**config.mk**
```make
export PLATFORM = sky130hd
export DESIGN_NAME = qpu_exu_rf_wbarb
export DESIGN_NICKNAME = d
export VERILOG_FILES = /design/src/rtl/qpu_exu_rf_wbarb.sv
export SDC_FILE = /design/constraint.sdc
export NUM_CORES = 1
export LEC_CHECK = 0
export BUFFER_PORTS_ARGS = -buffer_cell sky130_fd_sc_hd__buf_4
export CAP_MARGIN = 20
export CORE_AREA = 2 2 76 96
export DETAILED_ROUTE_END_ITERATION = 8
export DIE_AREA = 0 0 78 98
export GPL_TIMING_DRIVEN = 0
export MAX_ROUTING_LAYER = met4
export PLACE_DENSITY_LB_ADDON = 0.25
export SYNTH_ARGS = -nofsm -noshare
export SYNTH_HDL_FRONTEND = slang
export SYNTH_SLANG_ARGS = --single-unit
```
**constraint.sdc**
```tcl
create_clock -name clk -period 1.13 [get_ports clk]
set_input_delay 0.113 -clock clk [delete_from_list [all_inputs] [get_ports clk]]
set_output_delay 0.113 -clock clk [all_outputs]
set_load 0.005 [all_outputs]
```
**src/rtl/qpu_exu_rf_wbarb.sv**
```systemverilog
// Writeback arbiter: round-robin between ALU and long-pipe requesters into a
// single output stage that drives the classical and quantum-mask write ports.

package qpu_defines_pkg;
  localparam int unsigned QPU_XLEN             = 32;
  localparam int unsigned QPU_RFIDX_WIDTH      = 5;
  localparam int unsigned QPU_RFIDX_REAL_WIDTH = QPU_RFIDX_WIDTH + 1;
  localparam int unsigned QPU_QUBIT_NUM        = 8;
endpackage

module qpu_exu_rf_wbarb
  import qpu_defines_pkg::*;
(
  input  logic                            clk,
  input  logic                            rst_n,

  input  logic                            alu_wbck_i_valid,
  output logic                            alu_wbck_i_ready,
  input  logic [QPU_RFIDX_REAL_WIDTH-1:0] alu_wbck_i_idx,
  input  logic [QPU_XLEN-1:0]             alu_wbck_i_data,

  input  logic                            longp_wbck_i_valid,
  output logic                            longp_wbck_i_ready,
  input  logic [QPU_RFIDX_REAL_WIDTH-1:0] longp_wbck_i_idx,
  input  logic [QPU_XLEN-1:0]             longp_wbck_i_data,

  input  logic                            rf_wbck_hold,

  output logic                            cwbck_dest_wen,
  output logic [QPU_RFIDX_REAL_WIDTH-1:0] cwbck_dest_idx,
  output logic [QPU_XLEN-1:0]             cwbck_dest_data,

  output logic                            qcwbck_dest_wen,
  output logic [QPU_RFIDX_REAL_WIDTH-1:0] qcwbck_dest_idx,
  output logic [QPU_XLEN-1:0]             qcwbck_dest_data,

  output logic                            wbck_drop,
  output logic                            wbck_busy
);

  localparam logic [QPU_RFIDX_WIDTH-1:0] QUBIT_LIM = QPU_RFIDX_WIDTH'(QPU_QUBIT_NUM);

  typedef enum logic {
    PRI_ALU   = 1'b0,
    PRI_LONGP = 1'b1
  } rr_e;

  rr_e rr, rr_nxt;

  logic                            stage_vld;
  logic [QPU_RFIDX_REAL_WIDTH-1:0] stage_idx;
  logic [QPU_XLEN-1:0]             stage_data;

  logic stage_acc;
  logic grant_alu, grant_longp;
  logic alu_xfer, longp_xfer, xfer;
  logic drain, is_quantum, is_ro;
  logic [QPU_RFIDX_WIDTH-1:0] low_field;

  assign stage_acc = ~stage_vld | ~rf_wbck_hold;

  // Round-robin pointer: state register
  always_ff @(posedge clk or negedge rst_n) begin
    if (!rst_n) rr <= PRI_ALU;
    else        rr <= rr_nxt;
  end

  // Round-robin pointer: next state moves only on a completed transfer
  always_comb begin
    rr_nxt = rr;
    if (alu_xfer)        rr_nxt = PRI_LONGP;
    else if (longp_xfer) rr_nxt = PRI_ALU;
  end

  // Round-robin pointer: grant decode
  always_comb begin
    grant_alu   = 1'b0;
    grant_longp = 1'b0;
    if (alu_wbck_i_valid && longp_wbck_i_valid) begin
      grant_alu   = (rr == PRI_ALU);
      grant_longp = (rr == PRI_LONGP);
    end else begin
      grant_alu   = alu_wbck_i_valid;
      grant_longp = longp_wbck_i_valid;
    end
  end

  assign alu_wbck_i_ready   = grant_alu & stage_acc;
  assign longp_wbck_i_ready = grant_longp & stage_acc;
  assign alu_xfer           = alu_wbck_i_valid & alu_wbck_i_ready;
  assign longp_xfer         = longp_wbck_i_valid & longp_wbck_i_ready;
  assign xfer               = alu_xfer | longp_xfer;

  always_ff @(posedge clk or negedge rst_n) begin
    if (!rst_n) begin
      stage_vld  <= 1'b0;
      stage_idx  <= '0;
      stage_data <= '0;
    end else begin
      stage_vld <= xfer | (stage_vld & rf_wbck_hold);
      if (alu_xfer) begin
        stage_idx  <= alu_wbck_i_idx;
        stage_data <= alu_wbck_i_data;
      end else if (longp_xfer) begin
        stage_idx  <= longp_wbck_i_idx;
        stage_data <= longp_wbck_i_data;
      end
    end
  end

  // Read-only targets: classical x0 and the quantum entries backed by qubits
  assign low_field  = stage_idx[QPU_RFIDX_WIDTH-1:0];
  assign is_quantum = stage_idx[QPU_RFIDX_REAL_WIDTH-1];
  assign is_ro      = is_quantum ? (low_field < QUBIT_LIM) : (low_field == '0);
  assign drain      = stage_vld & ~rf_wbck_hold;

  assign cwbck_dest_wen   = drain & ~is_quantum & ~is_ro;
  assign qcwbck_dest_wen  = drain & is_quantum & ~is_ro;
  assign wbck_drop        = drain & is_ro;
  assign wbck_busy        = stage_vld;

  assign cwbck_dest_idx   = stage_idx;
  assign cwbck_dest_data  = stage_data;
  assign qcwbck_dest_idx  = stage_idx;
  assign qcwbck_dest_data = stage_data;

endmodule

```
== After elaboration in Yosys (flattened, before gate mapping) ==
Cells that the tools add are included.

* Bits in read-only memories: 0
* Bits in latches: 0
* Output and inout bits: 82
* Input port bits: 81
* Memory bits (writable): 0
* Register bits after elaboration: 40
* Memories kept: 0

* Shift operators: 0
* Add/subtract/negate cells: 0
* Bitwise gates (word level): 19
* Eq/ne operators: 0
* Muxes and demuxes: 9
* Div/mod/pow operators: 0
* Reduce and logical (&&, ||, !) cells: 3
* $lt $le $gt $ge: 1
* Multipliers: 0

{| class="wikitable"
|+ Operator list
! cell !! count
|-
| $mux W32 || 2
|-
| $mux W6 || 2
|-
| $and A1 B1 Y1 || 11
|-
| $logic_not A5 Y1 || 1
|-
| $lt A5 B4 Y1 const B || 1
|-
| $mux W1 || 5
|-
| $not A1 Y1 || 5
|-
| $or A1 B1 Y1 || 3
|-
| $reduce_bool A2 Y1 || 1
|-
| $logic_and A1 B1 Y1 || 1
|}

== Logic depth before layout (Yosys ltp) ==
* Word-level depth: 6
* Gate-level depth with buffers: 5
* Gate-level depth less buffers: 3

== Least setup slack after synthesis ==
Ideal clock, no wire load.

* Path type: register to register
* Start point: register stage_vld, in the netlist wbck_busy
* End point: register stage_data[10], in the netlist cwbck_dest_data[10]
* Cell stages (with the launch flop): 6
* Clock period less this slack: 1272 ps
* Data arrival time: 1145 ps
* Required time: 1002 ps
* Buffers on the path: 2
* Path slack: -142 ps
* Cells stage by stage: dfrtp_1 a22oi_2 and2_1 buf_6 buf_6 o211ai_2

* Longest elaborated chain between the ends: 5

{| class="wikitable"
|+ Ends and longest elaborated chain
! what !! line !! text
|-
| start, declared || 50 || <nowiki>logic stage_vld;</nowiki>
|-
| start signal, assigned || 100 || <nowiki>stage_vld <= xfer | (stage_vld & rf_wbck_hold);</nowiki>
|-
| $not A1 Y1 (*) || 60 || <nowiki>assign stage_acc = ~stage_vld | ~rf_wbck_hold;</nowiki>
|-
| $or A1 B1 Y1 (*) || 60 ||
|-
| $and A1 B1 Y1, on equally long branches || 88, 89 ||
|-
| $and A1 B1 Y1, on equally long branches || 90, 91 ||
|-
| $mux W32 or $reduce_bool A2 Y1 (tied branches) || -- ||
|-
| end signal, assigned || 103 || <nowiki>stage_data <= alu_wbck_i_data;</nowiki>
|-
| end signal, assigned || 106 || <nowiki>stage_data <= longp_wbck_i_data;</nowiki>
|-
| end, declared || 52 || <nowiki>logic [QPU_XLEN-1:0] stage_data;</nowiki>
|}

Mark *: on every way between the ends. The rest lies on a longest branch, timed or not.
A chain may end at the register's enable or synchronous reset.

== Worst setup path in the final report ==
* Start point: register rr
* End point: output longp_wbck_i_ready

* Longest elaborated chain between the ends: 2

{| class="wikitable"
|+ Ends and longest elaborated chain
! what !! line !! text
|-
| start, declared || 48 || <nowiki>rr_e rr, rr_nxt;</nowiki>
|-
| start signal, assigned || 65 || <nowiki>else rr <= rr_nxt;</nowiki>
|-
| $mux W1 || 79 || <nowiki>if (alu_wbck_i_valid && longp_wbck_i_valid) begin</nowiki>
|-
| $and A1 B1 Y1 || 89 || <nowiki>assign longp_wbck_i_ready = grant_longp & stage_acc;</nowiki>
|-
| end, declared || 23 || <nowiki>output logic longp_wbck_i_ready,</nowiki>
|}

Every way passes these cells.

==> reports/results.txt <==
Status - finished, violations left
Failing checks - setup timing
Leakage - 2.135 nW
Yosys warns - 0
Seq/Total Area, Yosys - 40.42%
Final setup margin - -0.2532 ns
Clock skew - 0.001354 ns
Synth area leader - dfrtp_1
Critical R2R Launch - wbck_busy$_DFF_PN0_
RSZ-0062 raised after global routing - true
CTS tree - built
Die X-Extent - 78 um
Buffers on Ports - 162
Total GRT Usage - 21.20%
TritonCTS Buffers - 5
Vias - 2536
Post-DRT Antenna Nets - 0
Clock Tree Buf Depth - 2
F_max - 723.0 MHz
Final Hold Fails - 0
Largest net degree at the start of global routing - 41
Placer Congestion - 0.7382
Synth top area share - 40.42%
Avg Cell Area, Syn - 9.274 sq um
Worst setup EP type - output port
Antenna fix cells - 0
Crit path time final - 1.383 ns
Iter 0 DRT Violations - 87
Num Clock Sinks - 40
Commonest non-fill, non-tap cell in the layout - buf_4
Vias/cell - 4.714
Critical Path RT - 1.02 ns
Initial antenna violation count - 0
CTS Root Cell - clkbuf_8
Setup TNS - -8.378 ns
Initial cell density of the core - 36.38%
Nets - 528
Total global routing overflow - 0
FP Rows - 34
Mapped Cells - 267
Max-slew headroom - 63.99%
Synth top area cells - dfrtp_1, o211ai_2, buf_4
Worst Hold Class - primary input to flop
Final wirelength - 7.937 mm
Full die area - 7644 sq um
Pre-CTS WS - -0.2878 ns
CP startpoint kind - flop
DR pass1 iterations - 4
Total power - 5.642 mW
Min Hold Slack - 0.06246 ns
Count of cell types in the netlist - 20
Fin crit share - 122.4%
H-tree levels - 2
Reg clk slew, reported paths - 0.08 ns
Clk_lat worst skew - 0.29 ns
Die height - 98 um
WL/cell - 14.75 um
Final Instance Area - 4175 sq um
Syn Nets - 348
Max-slew violation count - 0
Layout area overhead - 68.62%
Worst Path Max Fanout - 2
First-pass GRT wire length - 12.66 mm
Filler instances - 625
Hold Startpoint - alu_wbck_i_data[29]
Mapped Area - 2476 sq um
DRC Markers - 0
Endpoints failing setup - 48
DP HPWL - 5.693 mm
Worst-Margin Slew - 0.5402 ns
I/O pins - 163
Yosys reg bits - 40
Layout Cells excl Fill - 538
Final core utilization - 61.34%
Pwr Density - 1351 nW/um^2
Core area - 6807 sq um
Placed Instances - 519
Vias in the first global route - 2603
Share of cells above drive strength 1 - 63.17%
Most frequent cells in the layout - buf_4, nand2_1, nand3_1, o211ai_2, dfrtp_1
Critical Path Source - rr$_DFFE_PN0P_
Dpl cell area - 3821 sq um
Worst EP arrival - 1.27 ns
Max-cap check violation count - 0
Worst vdd ir - 0.7660 mV
Crit path kind - flop to output port
## power by group
part           switching [mW]  internal (mW)  leakage [nW]  total (mW)
Sequential              0.252           1.70         0.473        1.96
Combinational           0.990           1.70          1.62        2.69
Clock                   0.494          0.499        0.0455       0.992
Total                    1.74           3.91          2.14        5.64
## final timing paths
path                                                        end  slack, ns  depth (start not counted)
worst max-delay path                         longp_wbck_i_ready      -0.25                          4
worst min-delay path            cwbck_dest_data[29]$_DFFE_PN0P_       0.06                          3
worst max register to register   cwbck_dest_data[5]$_DFFE_PN0P_      -0.23                          6
worst min register to register  cwbck_dest_data[19]$_DFFE_PN0P_       0.53                          2
max in group asynchronous         cwbck_dest_idx[5]$_DFFE_PN0P_       0.38                          2
min in group asynchronous        cwbck_dest_data[1]$_DFFE_PN0P_       0.35                          2
## repair_timing
item                                    4_1_cts  5_1_grt
cloned                                        1        0
endpoints found under the hold margin        40        0
pin swaps                                     5        3
hold buffers                                  1        0
endpoints found under the setup margin       46       52
buffers inserted                              9        3
resized for setup                            44       14
## flip-flops by register name, summed over array words and instances, names as in the netlist
register         cells
cwbck_dest_data     32
cwbck_dest_idx       6
rr                   1
wbck_busy            1
## cells by family (layout without fill, tap and decap cells)
family / count (synthesis) / after routing / share of synthesized area, %
flip-flops: 40 / 40 / 40.42
AND/OR/NAND/NOR: 124 / 124 / 21.32
AO/OA/AOI/OAI: 44 / 44 / 21.48
buffers and inverters: 59 / 240 / 16.78
## routing by layer
metal	up-vias	track usage, %	routed length, um
li1	1235	-	-
met4	0	5.398	129
met5	-	-	0
met1	1210	23.74	2967
met3	9	3.142	361
met2	82	39.06	4479
## area by class of cell
type,count,area [sq um],area share [%]
Sequential cell,40,1003,24.03
Tap cell,90,112.6,2.697
Multi-Input combinational cell,168,1099,26.31
Clock buffer,8,90.09,2.158
Buffer,58,520.5,12.47
Timing Repair Buffer,174,1350,32.33
## Yosys cell counts
master,number
a211oi_1,1
a21o_1,1
a22oi_2,1
a2bb2oi_2,1
and2_1,1
and3_1,1
buf_2,5
buf_4,40
buf_6,5
clkbuf_1,9
dfrtp_1,40
nand2_1,78
nand2b_1,2
nand3_1,38
nor2_1,2
nor3_1,1
nor3b_1,1
o211ai_2,38
o21ai_0,1
o2bb2ai_1,1
## critical path, cell delays in order, from the launching register on
cell	delay, ns
dfrtp_1	0.40
buf_4	0.14
nand2b_1	0.12
and3_1	0.18
buf_4	0.14
No activity file was read; power rests on OpenSTA's default activity.
